[src/rtl/fetch_pkg.sv]
// Shared definitions for the instruction-fetch stage.
//   - Default address / instruction widths.
//   - NOP encoding inserted as a bubble towards IF/ID.
//   - Request FSM state encoding and a helper telling whether a state
//     drives a memory request.
package fetch_pkg;

    localparam int          ADDR_W_DEF  = 16;
    localparam int          INSTR_W_DEF = 16;
    localparam logic [15:0] NOP_INSTR   = 16'h0000;

    typedef enum logic [1:0] {
        ST_IDLE    = 2'd0,  // no request outstanding
        ST_FETCH   = 2'd1,  // request for pc outstanding
        ST_DISCARD = 2'd2,  // finishing a request orphaned by a redirect
        ST_PEND    = 2'd3   // one completed fetch parked while stalled
    } fetch_state_e;

    // FETCH and DISCARD are the only states with a live memory request.
    function automatic logic state_has_req(input fetch_state_e st);
        return (st == ST_FETCH) || (st == ST_DISCARD);
    endfunction

endpackage

[src/rtl/fetch_hold_reg.sv]
// One-entry holding register for a completed {instruction, address} pair.
// Used to park a fetch that returned while the pipeline was stalled.
// Ports:
//   clock, reset        rising-edge clock, async active-high reset
//   load                capture instr_in/addr_in and mark the entry valid
//   clear               empty the entry (wins over load)
//   instr_in, addr_in   payload to capture
//   instr_out, addr_out held payload
//   valid_out           entry holds a payload
module fetch_hold_reg #(
    parameter int INSTR_W = 16,
    parameter int ADDR_W  = 16
) (
    input  logic               clock,
    input  logic               reset,
    input  logic               load,
    input  logic               clear,
    input  logic [INSTR_W-1:0] instr_in,
    input  logic [ADDR_W-1:0]  addr_in,
    output logic [INSTR_W-1:0] instr_out,
    output logic [ADDR_W-1:0]  addr_out,
    output logic               valid_out
);

    logic [INSTR_W-1:0] instr_q, instr_d;
    logic [ADDR_W-1:0]  addr_q,  addr_d;
    logic               valid_q, valid_d;

    always_comb begin
        instr_d = instr_q;
        addr_d  = addr_q;
        valid_d = valid_q;
        if (clear) begin
            valid_d = 1'b0;
        end else if (load) begin
            instr_d = instr_in;
            addr_d  = addr_in;
            valid_d = 1'b1;
        end
    end

    // NOTE: the payload is reset along with the valid bit so the parked
    // entry never carries X into the output register after reset.
    always_ff @(posedge clock or posedge reset) begin
        if (reset) begin
            instr_q <= '0;
            addr_q  <= '0;
            valid_q <= 1'b0;
        end else begin
            instr_q <= instr_d;
            addr_q  <= addr_d;
            valid_q <= valid_d;
        end
    end

    assign instr_out = instr_q;
    assign addr_out  = addr_q;
    assign valid_out = valid_q;

endmodule

[src/rtl/instr_fetch_unit.sv]
// Instruction-fetch stage feeding the IF/ID pipeline register.
// Owns the PC, issues one request at a time to a variable-latency
// instruction memory, inserts NOP bubbles while waiting, honours stall and
// redirects on taken branches with a one-cycle flush pulse.
// Ports:
//   clock, reset                  rising-edge clock, async active-high reset
//   stall                         downstream hold; IF outputs frozen
//   branch_taken, branch_target   redirect request and new PC
//   imem_req, imem_addr           memory request / address (held until ready)
//   imem_ready, imem_rdata        memory completion and returned instruction
//   instruction_out               instruction (or NOP) to IF/ID
//   instr_addr_out                address of instruction_out
//   fetch_valid                   instruction_out is a real fetch
//   if_flush_out                  one-cycle pulse on redirect
module instr_fetch_unit
    import fetch_pkg::*;
#(
    parameter int                ADDR_W   = ADDR_W_DEF,
    parameter int                INSTR_W  = INSTR_W_DEF,
    parameter logic [ADDR_W-1:0] RESET_PC = '0,
    parameter int                PC_INC   = 1
) (
    input  logic               clock,
    input  logic               reset,
    input  logic               stall,
    input  logic               branch_taken,
    input  logic [ADDR_W-1:0]  branch_target,
    output logic               imem_req,
    output logic [ADDR_W-1:0]  imem_addr,
    input  logic               imem_ready,
    input  logic [INSTR_W-1:0] imem_rdata,
    output logic [INSTR_W-1:0] instruction_out,
    output logic [ADDR_W-1:0]  instr_addr_out,
    output logic               fetch_valid,
    output logic               if_flush_out
);

    localparam logic [ADDR_W-1:0]  PC_STEP = ADDR_W'(PC_INC);
    localparam logic [INSTR_W-1:0] NOP     = INSTR_W'(NOP_INSTR);

    fetch_state_e       state_q, state_d;
    logic [ADDR_W-1:0]  pc_q, pc_d;
    logic [ADDR_W-1:0]  req_addr_q, req_addr_d;
    logic [INSTR_W-1:0] instr_q, instr_d;
    logic [ADDR_W-1:0]  addr_out_q, addr_out_d;
    logic               valid_q, valid_d;
    logic               flush_q, flush_d;

    logic               hold_load, hold_clear, hold_valid;
    logic [INSTR_W-1:0] hold_instr;
    logic [ADDR_W-1:0]  hold_addr;

    logic               capture;
    logic [INSTR_W-1:0] cap_instr;
    logic [ADDR_W-1:0]  cap_addr;

    fetch_hold_reg #(
        .INSTR_W (INSTR_W),
        .ADDR_W  (ADDR_W)
    ) u_pend (
        .clock     (clock),
        .reset     (reset),
        .load      (hold_load),
        .clear     (hold_clear),
        .instr_in  (imem_rdata),
        .addr_in   (pc_q),
        .instr_out (hold_instr),
        .addr_out  (hold_addr),
        .valid_out (hold_valid)
    );

    // NOTE: every signal written here gets a default first, so no path
    // through the case/if tree can leave one unassigned and infer a latch.
    always_comb begin
        state_d    = state_q;
        pc_d       = pc_q;
        req_addr_d = req_addr_q;
        instr_d    = instr_q;
        addr_out_d = addr_out_q;
        valid_d    = valid_q;
        flush_d    = 1'b0;
        hold_load  = 1'b0;
        hold_clear = 1'b0;
        capture    = 1'b0;
        cap_instr  = imem_rdata;
        cap_addr   = pc_q;

        unique case (state_q)
            ST_IDLE: begin
                if (!stall) state_d = ST_FETCH;
            end
            ST_FETCH: begin
                // In FETCH the outstanding request is always for pc_q; keep a
                // copy so an orphaned request can finish after pc moves.
                req_addr_d = pc_q;
                if (imem_ready) begin
                    pc_d = pc_q + PC_STEP;
                    if (stall) begin
                        hold_load = 1'b1;
                        state_d   = ST_PEND;
                    end else begin
                        capture = 1'b1;
                    end
                end
            end
            ST_DISCARD: begin
                if (imem_ready) state_d = stall ? ST_IDLE : ST_FETCH;
            end
            ST_PEND: begin
                if (!stall) begin
                    capture    = hold_valid;
                    cap_instr  = hold_instr;
                    cap_addr   = hold_addr;
                    hold_clear = 1'b1;
                    state_d    = ST_FETCH;
                end
            end
            default: state_d = ST_IDLE;
        endcase

        // Output register: capture, bubble, or freeze under stall.
        if (capture) begin
            instr_d    = cap_instr;
            addr_out_d = cap_addr;
            valid_d    = 1'b1;
        end else if (!stall) begin
            instr_d = NOP;
            valid_d = 1'b0;
        end

        // Redirect overrides stall and any capture computed above.
        if (branch_taken) begin
            pc_d       = branch_target;
            flush_d    = 1'b1;
            instr_d    = NOP;
            valid_d    = 1'b0;
            hold_load  = 1'b0;
            hold_clear = 1'b1;
            unique case (state_q)
                ST_FETCH: begin
                    if (imem_ready) state_d = stall ? ST_IDLE : ST_FETCH;
                    else            state_d = ST_DISCARD;
                end
                ST_PEND: state_d = stall ? ST_IDLE : ST_FETCH;
                default: ; // IDLE/DISCARD keep their normal transition
            endcase
        end
    end

    // NOTE: state updates use non-blocking assignments so every flop samples
    // the same pre-edge values regardless of statement order.
    always_ff @(posedge clock or posedge reset) begin
        if (reset) begin
            state_q    <= ST_IDLE;
            pc_q       <= RESET_PC;
            req_addr_q <= RESET_PC;
            instr_q    <= '0;
            addr_out_q <= '0;
            valid_q    <= 1'b0;
            flush_q    <= 1'b0;
        end else begin
            state_q    <= state_d;
            pc_q       <= pc_d;
            req_addr_q <= req_addr_d;
            instr_q    <= instr_d;
            addr_out_q <= addr_out_d;
            valid_q    <= valid_d;
            flush_q    <= flush_d;
        end
    end

    assign imem_req        = state_has_req(state_q);
    assign imem_addr       = (state_q == ST_DISCARD) ? req_addr_q : pc_q;
    assign instruction_out = instr_q;
    assign instr_addr_out  = addr_out_q;
    assign fetch_valid     = valid_q;
    assign if_flush_out    = flush_q;

endmodule

[config.mk]
export PLATFORM = sky130hd
export DESIGN_NAME = instr_fetch_unit
export DESIGN_NICKNAME = d
export VERILOG_FILES = /design/src/rtl/fetch_pkg.sv /design/src/rtl/fetch_hold_reg.sv /design/src/rtl/instr_fetch_unit.sv
export SDC_FILE = /design/constraint.sdc
export NUM_CORES = 1
export LEC_CHECK = 0
export BUFFER_PORTS_ARGS = -buffer_cell sky130_fd_sc_hd__buf_2
export CAP_MARGIN = 10
export CORE_UTILIZATION = 38
export CTS_BUF_LIST = sky130_fd_sc_hd__clkbuf_8
export CTS_CLUSTER_DIAMETER = 150
export CTS_CLUSTER_SIZE = 30
export DETAILED_ROUTE_END_ITERATION = 6
export PLACE_DENSITY = 0.67
export SYNTH_ARGS = -nofsm -noshare
export SYNTH_HDL_FRONTEND = slang
export SYNTH_SLANG_ARGS = --single-unit
[constraint.sdc]
create_clock -name clock -period 4.8 [get_ports clock]
set_clock_uncertainty 0.2 [all_clocks]
set_input_delay 1.2 -clock clock [delete_from_list [all_inputs] [get_ports clock]]
set_output_delay 1.2 -clock clock [all_outputs]
set_load 0.1 [all_outputs]
* Word-level counts from Yosys, hierarchy flattened *
Index checks and enable logic that the tools add are counted.

operators by class
  add/sub/neg operators = 1
  equality and inequality tests = 4
  muxes and demuxes = 36
  bitwise logic cells = 1
  reduce and logical (&&, ||, !) cells = 8

operator list
  operator               number
  $mux 16                11
  $add 16x1->16 const B  1
  $mux 1                 16
  $mux 2                 6
  $pmux 2 s3             1
  $reduce_bool 2->1      3
  $eq 2x2->1 const B     2
  $pmux 2 s2             1
  $reduce_and 2->1       2
  $ne 3x1->1 const B     1
  $eq 2x1->1 const B     1
  $logic_not 2->1        1
  $pmux 1 s2             1
  $reduce_or 2->1        1
  $logic_or 1x1->1       1
  $not 1->1              1

word-level totals
  output and inout bits = 51
  logic and storage cells = 60
  input port bits = 37
  register bits after elaboration = 101

* Depth between registers and ports, before layout *
Gate-level depths: netlist of run 1.

  depth in word-level cells = 6
  mapped depth = 9

* By module *
Synthesis of run 1 repeated with hierarchy kept, for this count alone.

second synthesis, totals
  cell total of the unflattened synthesis = 407
  area total of the unflattened synthesis = 4911.0 um^2

by module, submodules not included
  module            area each (um^2)  cells an instance  seq. area each (um^2)  instances
  instr_fetch_unit  3515.9            334                1701.6                 1
  fetch_hold_reg    1395.1            73                 825.8                  1

* Least setup slack after synthesis of run 1 *
No wires, ideal clock.

  path kind = register to output
  start point = reg state_q[0]
  end point = out imem_addr[15]
  arrival = 2.983 ns
  stages on the path, launching flop included = 5
  setup slack = 0.417 ns
  buffers on the path = 1
  path through = dfrtp_1 -> inv_1 -> ha_1 -> clkbuf_1 -> o21ai_0

between the ends
  cells in the longest elaborated chain, start to end = 2

RTL lines
  element                 line                     RTL
  start, declared         instr_fetch_unit.sv:41   fetch_state_e state_q, state_d;
  start signal, assigned  instr_fetch_unit.sv:162  state_q <= state_d;
  $eq 2x2->1              instr_fetch_unit.sv:173  assign imem_addr = (state_q == ST_DISCARD) ? req_addr_q : pc_q;
  $mux 16                 instr_fetch_unit.sv:173
  end, declared           instr_fetch_unit.sv:29   output logic [ADDR_W-1:0] imem_addr,

No other way between the ends.

* Worst setup path in the final report of run 1 *
Ends and elaborated chain as after synthesis.

==> flow_metrics.tcl, run 1 <==
set metrics [dict create \
    grt_max_degree 88 \
    crit_path_start "state_q[0]" \
    gr-total-overflow 0 \
    hold_viol_final 0 \
    critPathRequiredTime_ps 3400 \
    ioPinCount 88 \
    cp.arrival_ps 2010 \
    io_buffers 87 \
    vias 3327 \
    drv_cap 0 \
    maxSlewViolCount 0 \
    grtUsageTotal_pct 16.79 \
    grt_pass1_vias 3348 \
    cts_tree "yes" \
    path_max_fanout 22 \
    cts_sinks 101 \
    cp_top_family "buffers and inverters" \
    start_kind "flip-flop" \
    drtPass1Iterations 4 \
    start_util_pct 39.25 \
    synth.top_cells.by_count "dfrtp_1, nand2_1, mux2_2" \
    path_buf_inv 3 \
    core_um2 12060 \
    drtIter0Drc 151 \
    dpl-instance-area_um2 5290 \
    min_path_cells 2 \
    postSynthCellCount 420 \
    dp_hpwl_um 6864 \
    multi_input_area_um2 2021 \
    peakVddDrop_mv 0.4725 \
    yosysMostFrequentCell "dfrtp_1" \
    worst_pin_slew_ps 1121 \
    gp_congestion 0.7236 \
    wl_um 9978 \
    timing_worst_setup_path_type "flip-flop to output port" \
    route.detailed.wl_per_inst_um 14.94 \
    ys_async_sr_fraction_pct 100.0 \
    fin_crit_sh_pct 71.06 \
    crit_path_cell_trace "inv_1, ha_1, buf_4, o21ai_0, buf_2" \
    leakage_nw 2.726 \
    grt_first_pass_wirelength_um 16850 \
    fillerInstances 1170 \
    areaGrowthSynthToFinish_pct 15.91 \
    fin_nets 536 \
    syn_avg_cell_area_um2 11.27 \
    setup_viol 0 \
    die-area_um2 12910 \
    outcome "finished, final reports clean" \
    h-tree-depth 3 \
    die_x_um 113.6 \
    hold_start "instruction_out[15]" \
    n_antenna_cell 0 \
    synth_flop_cell "dfrtp_1" \
    layout_min_cycle_time_ps 3411 \
    fin_tns_setup_ps 0 \
    synth_edf_count 0 \
    cts_root_buffer "clkbuf_8" \
    synth_cell_type_count 42 \
    syn_nets 461 \
    cp.depth 5 \
    seq_area_um2 2527 \
    ant_nets 0 \
    end_kind "output port" \
    rsz0062_at_grt "false" \
    post_cts_buffers 0 \
    max_stage_delay_ps 470 \
    seq_area_frac_synth_pct 53.38 \
    regToRegStartpoint "state_q[1]" \
    hold_path.class "flip-flop to flip-flop" \
    reg2regPathDepth 7 \
    via_per_inst 4.981 \
    clk_pin_slew_ps 100 \
    cts_buffers 9 \
    die_h_um 113.6 \
    final_area_um2 5488 \
    placementRows 40 \
    ys_ff_latch 101 \
    worstSkewPairLatency_ps 360 \
    antenna_found_initial 0 \
    cts_hold_buf 0 \
    netlist_area_um2 4735 \
    yosysWarnings 0 \
    crit_slowest_cell "buf_2" \
    clk_path_buf_depth 2 \
    yosys.area.top_type "dfrtp_1" \
    synth_area_leaders "dfrtp_1, mux2_2, mux2i_1" \
    drive_gt1_share_pct 33.40 \
    max_freq_mhz 293.2 \
    relSlewSlack_pct 25.24 \
    synth_top_area_share_pct 53.38 \
    cts-resized-gates 0 \
    drc 0 \
    p_per_area_nw_per_um2 680.2 \
]
power by group:
group,leakage (nW),switching (mW),internal [mW]
combinational,1.37,1.40,0.460
clock,0.100,0.312,0.244
sequential,1.26,0.174,1.15
path summary, 6_finish.rpt:
path | endpoint | slack [ps]
worst max-delay path | imem_addr[15] | 1390
worst min-delay path | instruction_out[15] | 280
worst max register to register | instruction_out[13] | 2260
worst min register to register | instruction_out[15] | 280
max in group asynchronous | u_pend.addr_out[2] | 2680
min in group asynchronous | instruction_out[3] | 900
area by class of cell:
cell class,instances,share of cell area (%)
Clock buffer,9,2.257
Clock inverter,7,1.345
Inverter,9,0.6612
Multi-Input combinational cell,279,36.82
Sequential cell,101,46.06
Tap cell,168,3.830
Timing Repair Buffer,95,9.029
routing by layer:
metal / share of wire [%] / wire length, um / global-route usage, %
met4: 1.4 / 143 / 5.351
met3: 4.3 / 429 / 3.879
met1: 46 / 4601 / 22.33
met5: 0 / 0 / 0
met2: 48 / 4803 / 27.20
worst register-to-register path: cells and delay by family (launching register included):
| family | cells | cell delay, ps |
|---|---|---|
| AO/OA/AOI/OAI | 2 | 440 |
| adder cells (fa/ha/maj) | 1 | 420 |
| buffers and inverters | 2 | 320 |
| flip-flops | 1 | 430 |
| AND/OR/NAND/NOR | 2 | 640 |
layout by cell type, fill, tap and decap left out, drive strengths merged:
master      n
dfrtp     101
buf        95
nand2      68
o21ai      58
mux2       54
mux2i      35
inv        11
clkbuf      9
xnor2       7
a21oi       7
nor4        7
nand3       5
xor2        4
ha          4
nor3        4
nor2        3
nor2b       3
nand4       3
nand2b      3
clkinv      3
and3        2
o31a        2
nand4b      1
a21o        1
o21a        1
nor3b       1
a221o       1
a211oi      1
o32ai       1
or2         1
nand3b      1
and4        1
bufinv      1
clkinvlp    1
sequential cells by signal, summed over array words and instances, names as in the netlist:
register,count
state_q,2
u_pend.instr_out,16
fetch_valid,1
instruction_out,16
req_addr_q,16
u_pend.valid_out,1
pc_q,16
if_flush_out,1
u_pend.addr_out,16
instr_addr_out,16
metrics by stage:
stage	hold WS, ps	setup WS, ps	util [%]	power, mW	cells
final	282.7	1389	45.50	3.733	668
after global routing	307.1	1252	45.50	3.927	668
after CTS	288.9	1356	45.50	3.764	668
after detailed placement	263.2	1728	43.86	3.208	652
after global placement	257.7	1825	43.86	3.158	652
after floorplan	249.2	416.9	-	2.889	420
cells by family after synthesis:
group | share of synthesized area, %
muxes | 20.24
DFF | 53.38
and+or+nand+nor | 11.18
xor gates and xnor gates | 2.035
buffers and inverters | 3.990
AOI/OAI and AO/OA | 8.113
adders and majority gates | 1.057
(Power assumes the default switching activity.)
==> run 2, diff against run 1 <==
==> constraint.sdc (replaced) <==
create_clock -name clock -period 3.5 [get_ports clock]
set_clock_uncertainty 0.2 [all_clocks]
set_input_delay 0.875 -clock clock [delete_from_list [all_inputs] [get_ports clock]]
set_output_delay 0.875 -clock clock [all_outputs]
set_load 0.1 [all_outputs]
==> run 2 against run 1 <==
Effect of this change: cell count rose by 0.45%; core utilization rose by 0.52 points; register-to-register slack got worse by 1300 ps; non-clock buffer count rose by 3; combinational power rose by 38%.
==> flow_metrics.tcl, run 2 (synthesized netlist as in run 1, its figures left out) <==
set metrics [dict create \
    outcome "finished, final reports clean" \
    hold_viol_final 0 \
    p_per_area_nw_per_um2 929.5 \
    comb_power_share_pct 49.7 \
    core_um2 12060 \
    n_antenna_cell 0 \
    grt_pass1_vias 3316 \
    wl_um 10230 \
    setup_viol 0 \
    areaGrowthSynthToFinish_pct 17.23 \
    power.switching_mw 2.550 \
    peakVddDrop_mv 0.6491 \
    grtUsageTotal_pct 16.88 \
    dpl-instance-area_um2 5339 \
    h-tree-depth 3 \
    gr-total-overflow 0 \
    drtIter0Drc 192 \
    cts_hold_buf 0 \
    clk_pin_slew_ps 100 \
    max_stage_delay_ps 440 \
    start_kind "flip-flop" \
    start_util_pct 39.25 \
    cts_tree "yes" \
    die_h_um 113.6 \
    grt_max_degree 69 \
    timing_worst_setup_path_type "flip-flop to output port" \
    dp_cells 655 \
    rsz0062_at_grt "false" \
    ant_nets 0 \
    route.detailed.wl_per_inst_um 15.24 \
    p_seq_share_pct 35.2 \
    placementRows 40 \
    pwr-share-clk_pct 15.1 \
    critPathRequiredTime_ps 2420 \
    crit_slowest_cell "dfrtp_1" \
    worst_pin_slew_ps 880.9 \
    cts-resized-gates 0 \
    end_kind "output port" \
    cts_sinks 101 \
    via_per_inst 4.923 \
    cp.arrival_ps 2120 \
    drtPass1Iterations 4 \
    path_max_fanout 17 \
    fin_util_pct 46.02 \
    cts_buffers 9 \
    layout_common_cells "dfrtp_1, buf_2, nand2_1" \
    crit_path_cell_trace "inv_1, ha_1, buf_12, mux2_2, buf_2" \
    die-area_um2 12910 \
    ioPinCount 88 \
    switching_share_pct 49.42 \
    die_x_um 113.6 \
    path_buf_inv 3 \
    fin_crit_sh_pct 91.21 \
    relSlewSlack_pct 41.27 \
    dp_hpwl_um 7211 \
    layout_min_cycle_time_ps 3192 \
    clk_path_buf_depth 2 \
    worstSkewPairLatency_ps 360 \
    cp_top_family "buffers and inverters" \
    drc 0 \
    final_area_um2 5550 \
    fin_nets 539 \
    drv_cap 0 \
    p_int_mw 2.609 \
    hold_path.class "flip-flop to flip-flop" \
    vias 3303 \
    leakage_nw 2.755 \
    grt_first_pass_wirelength_um 17020 \
    maxSlewViolCount 0 \
    gp_congestion 0.7671 \
    io_buffers 87 \
    post_cts_buffers 0 \
    cts_root_buffer "clkbuf_8" \
    drive_gt1_share_pct 33.60 \
    fin_cells 671 \
    final_common_cell "dfrtp_1" \
    antenna_found_initial 0 \
    max_freq_mhz 313.2 \
]
run 2: cell count changes in the layout (fill, tap and decap cells not counted), sizes merged:
cell	before	now
buf	95	98
inv	11	9
clkinv	3	1
clkinvlp	1	2
clkbuf	9	12
run 2: final cells by class:
cell class              instances  area [um^2]
flip-flops and latches        101         2527
repair buffers                 98        543.0
clock buffers                  12        165.2
multi-input cells             279         2021
clock inverters                 4        46.29
well taps                     168        210.2
fillers                      1152         6511
inverters                       9        37.54
run 2: through the flow:
stage	power [mW]	TNS (ps)	setup WS (ps)	hold WS [ps]
floorplan	3.963	-2197	-549.3	249.2
global placement	4.363	0	728.6	259.9
detailed placement	4.430	0	684.4	269.6
CTS	5.216	0	264.8	291.6
global route	5.440	0	169.5	307.6
finish	5.159	0	307.6	285.6
run 2: path summary, 6_finish.rpt:
| check | start | endpoint | slack, ps | cells after the start |
|---|---|---|---|---|
| min in group asynchronous | reset | u_pend.instr_out[12] | 420 | 3 |
| worst max register to register | state_q[1] | instruction_out[13] | 1000 | 7 |
| worst min-delay path | instruction_out[10] | instruction_out[10] | 290 | 2 |
| max in group asynchronous | reset | u_pend.addr_out[5] | 1910 | 3 |
| worst min register to register | instruction_out[10] | instruction_out[10] | 290 | 2 |
| worst max-delay path | state_q[0] | imem_addr[9] | 310 | 5 |
run 2: tightest hold or removal path: stages (launching register included):
cell	delay [ps]
dfrtp_1	350
nand2_1	50
o21ai_1	60
run 2: power groups by stage:
stage	Combinational, mW	Sequential (mW)	Clock [mW]
floorplan	1.46	2.50	0
global route	2.71	1.87	0.852
finish	2.56	1.82	0.779
detailed placement	2.59	1.85	0
global placement	2.55	1.81	0
CTS	2.59	1.82	0.807
run 2: routing by layer:
metal / GRT usage, % / wire length [um]
met5: 0 / 0
met4: 6.404 / 141
met3: 2.763 / 343
met2: 26.02 / 4654
met1: 23.90 / 5085
==> run 3, diff against run 2 <==
--- a/config.mk
+++ b/config.mk
@@ -12,7 +12,7 @@
 export CTS_CLUSTER_DIAMETER = 150
 export CTS_CLUSTER_SIZE = 30
 export DETAILED_ROUTE_END_ITERATION = 6
-export PLACE_DENSITY = 0.67
+export PLACE_DENSITY = 0.59
 export SYNTH_ARGS = -nofsm -noshare
 export SYNTH_HDL_FRONTEND = slang
 export SYNTH_SLANG_ARGS = --single-unit
==> run 3 against run 2 <==
Effect of this change: total power decreased by 0.59%; critical path depth decreased by 1; wire length decreased by 2.3%; combinational power about the same; sequential power about the same; final area decreased by 0.47%; register-to-register slack got worse by 230 ps; clock-buffer cell count decreased by 2; fmax increased by 1.7%; core utilization decreased by 0.22 points; die area unchanged.
==> flow_metrics.tcl, run 3 (synthesized netlist as in run 1, its figures left out) <==
set metrics [dict create \
    cts_tree "yes" \
    start_kind "flip-flop" \
    p_int_mw 2.564 \
    worstSkewPairLatency_ps 360 \
    final_common_cell "dfrtp_1" \
    drv_cap 0 \
    die-area_um2 12910 \
    p_per_area_nw_per_um2 928.4 \
    placementRows 40 \
    cts_root_buffer "clkbuf_8" \
    cts_sinks 101 \
    n_antenna_cell 0 \
    hold_path.class "flip-flop to flip-flop" \
    die_x_um 113.6 \
    outcome "finished, final reports clean" \
    layout_common_cells "dfrtp_1, buf_2, nand2_1" \
    layout_min_cycle_time_ps 3139 \
    power.switching_mw 2.564 \
    grt_pass1_vias 3257 \
    reg2regPathDepth 7 \
    cts_buffers 9 \
    switching_share_pct 50.00 \
    drc 0 \
    gr-total-overflow 0 \
    ioPinCount 88 \
    areaGrowthSynthToFinish_pct 16.68 \
    core_um2 12060 \
    leakage_nw 2.741 \
    max_freq_mhz 318.6 \
    min_path_cells 2 \
    route.detailed.wl_per_inst_um 14.89 \
    cp.arrival_ps 2060 \
    worst_pin_slew_ps 853.6 \
    io_buffers 87 \
    grt_first_pass_wirelength_um 16510 \
    grt_max_degree 41 \
    path_max_fanout 23 \
    start_util_pct 39.25 \
    p_seq_share_pct 35.4 \
    total_power_mw 5.128 \
    drtPass1Iterations 4 \
    h-tree-depth 3 \
    relSlewSlack_pct 42.97 \
    die_h_um 113.6 \
    hold_start "instr_addr_out[10]" \
    fin_nets 539 \
    end_kind "output port" \
    antenna_found_initial 0 \
    regToRegStartpoint "state_q[1]" \
    timing_worst_setup_path_type "flip-flop to output port" \
    vias 3320 \
    critPathRequiredTime_ps 2420 \
    maxSlewViolCount 0 \
    rsz0062_at_grt "false" \
    gp_congestion 0.7994 \
    peakVddDrop_mv 0.5111 \
    crit_path_start "state_q[0]" \
    fin_crit_sh_pct 89.67 \
    drtIter0Drc 172 \
    wl_um 9989 \
    comb_power_share_pct 49.5 \
    grtUsageTotal_pct 16.42 \
    pwr-share-clk_pct 15.2 \
    ant_nets 0 \
    setup_viol 0 \
    clk_path_buf_depth 2 \
    cts_hold_buf 0 \
    clk_pin_slew_ps 100 \
    via_per_inst 4.948 \
    hold_viol_final 0 \
    setup_ws_ps 361.4 \
    drive_gt1_share_pct 34.00 \
    dp_slack_ps 405.5 \
    dp_hpwl_um 7082 \
]
run 3: cell count changes in the layout (fill, tap and decap cells not counted), sizes merged:
| cell | delta |
|---|---|
| clkbuf | -2 |
| clkinv | +2 |
| clkinvlp | -1 |
| inv | +1 |
run 3: worst paths after layout:
kind | to | slack, ps
setup / recovery | imem_addr[1] | 360
hold / removal | instr_addr_out[10] | 280
setup reg to reg | instruction_out[5] | 770
hold reg to reg | instr_addr_out[10] | 280
max in group asynchronous | req_addr_q[4] | 1870
min in group asynchronous | instr_addr_out[12] | 460
run 3: critical path, cell delays in order, from the launching register on:
cell and delay (ps):
dfrtp_1 440, inv_1 80, ha_2 490, mux2_2 390, buf_2 290
run 3: timing repair:
action,in CTS,in global routing
buffers inserted,0,0
hold endpoints to repair,0,0
endpoints found under the setup margin,8,0
resized for setup,1,0
run 3: per-layer routing:
| layer | routed length [um] | GRT usage, % |
|---|---|---|
| met1 | 4945 | 22.70 |
| met2 | 4456 | 25.37 |
| met3 | 393 | 3.773 |
| met4 | 194 | 5.702 |
| met5 | 0 | 0 |
run 3: area by class of cell:
| type | instances | area [um^2] |
|---|---|---|
| repair buffers | 98 | 518.0 |
| clock inverters | 6 | 70.07 |
| multi-input cells | 279 | 2023 |
| flip-flops and latches | 101 | 2527 |
| fillers | 1165 | 6538 |
| clock buffers | 10 | 137.6 |
| inverters | 9 | 37.54 |
| well taps | 168 | 210.2 |
run 3: power groups by stage:
stage / clock (mW) / sequential [mW] / combinational (mW)
6_report: 0.777 / 1.81 / 2.54
5_1_grt: 0.847 / 1.87 / 2.68
4_1_cts: 0.802 / 1.82 / 2.56
3_5_place_dp: 0 / 1.84 / 2.55
3_3_place_gp: 0 / 1.82 / 2.51
2_1_floorplan: 0 / 2.50 / 1.46
run 3: per-stage QoR:
stage	TNS, ps	instance area [um^2]	utilization (%)	hold slack, ps	instances
6_report	0	5524	45.80	283.4	671
3_5_place_dp	0	5306	43.99	267.1	654
2_1_floorplan	-2197	4738	-	249.2	420
3_3_place_gp	0	5306	43.99	253.4	654
4_1_cts	0	5517	45.74	290.0	670
5_1_grt	0	5524	45.80	308.4	671
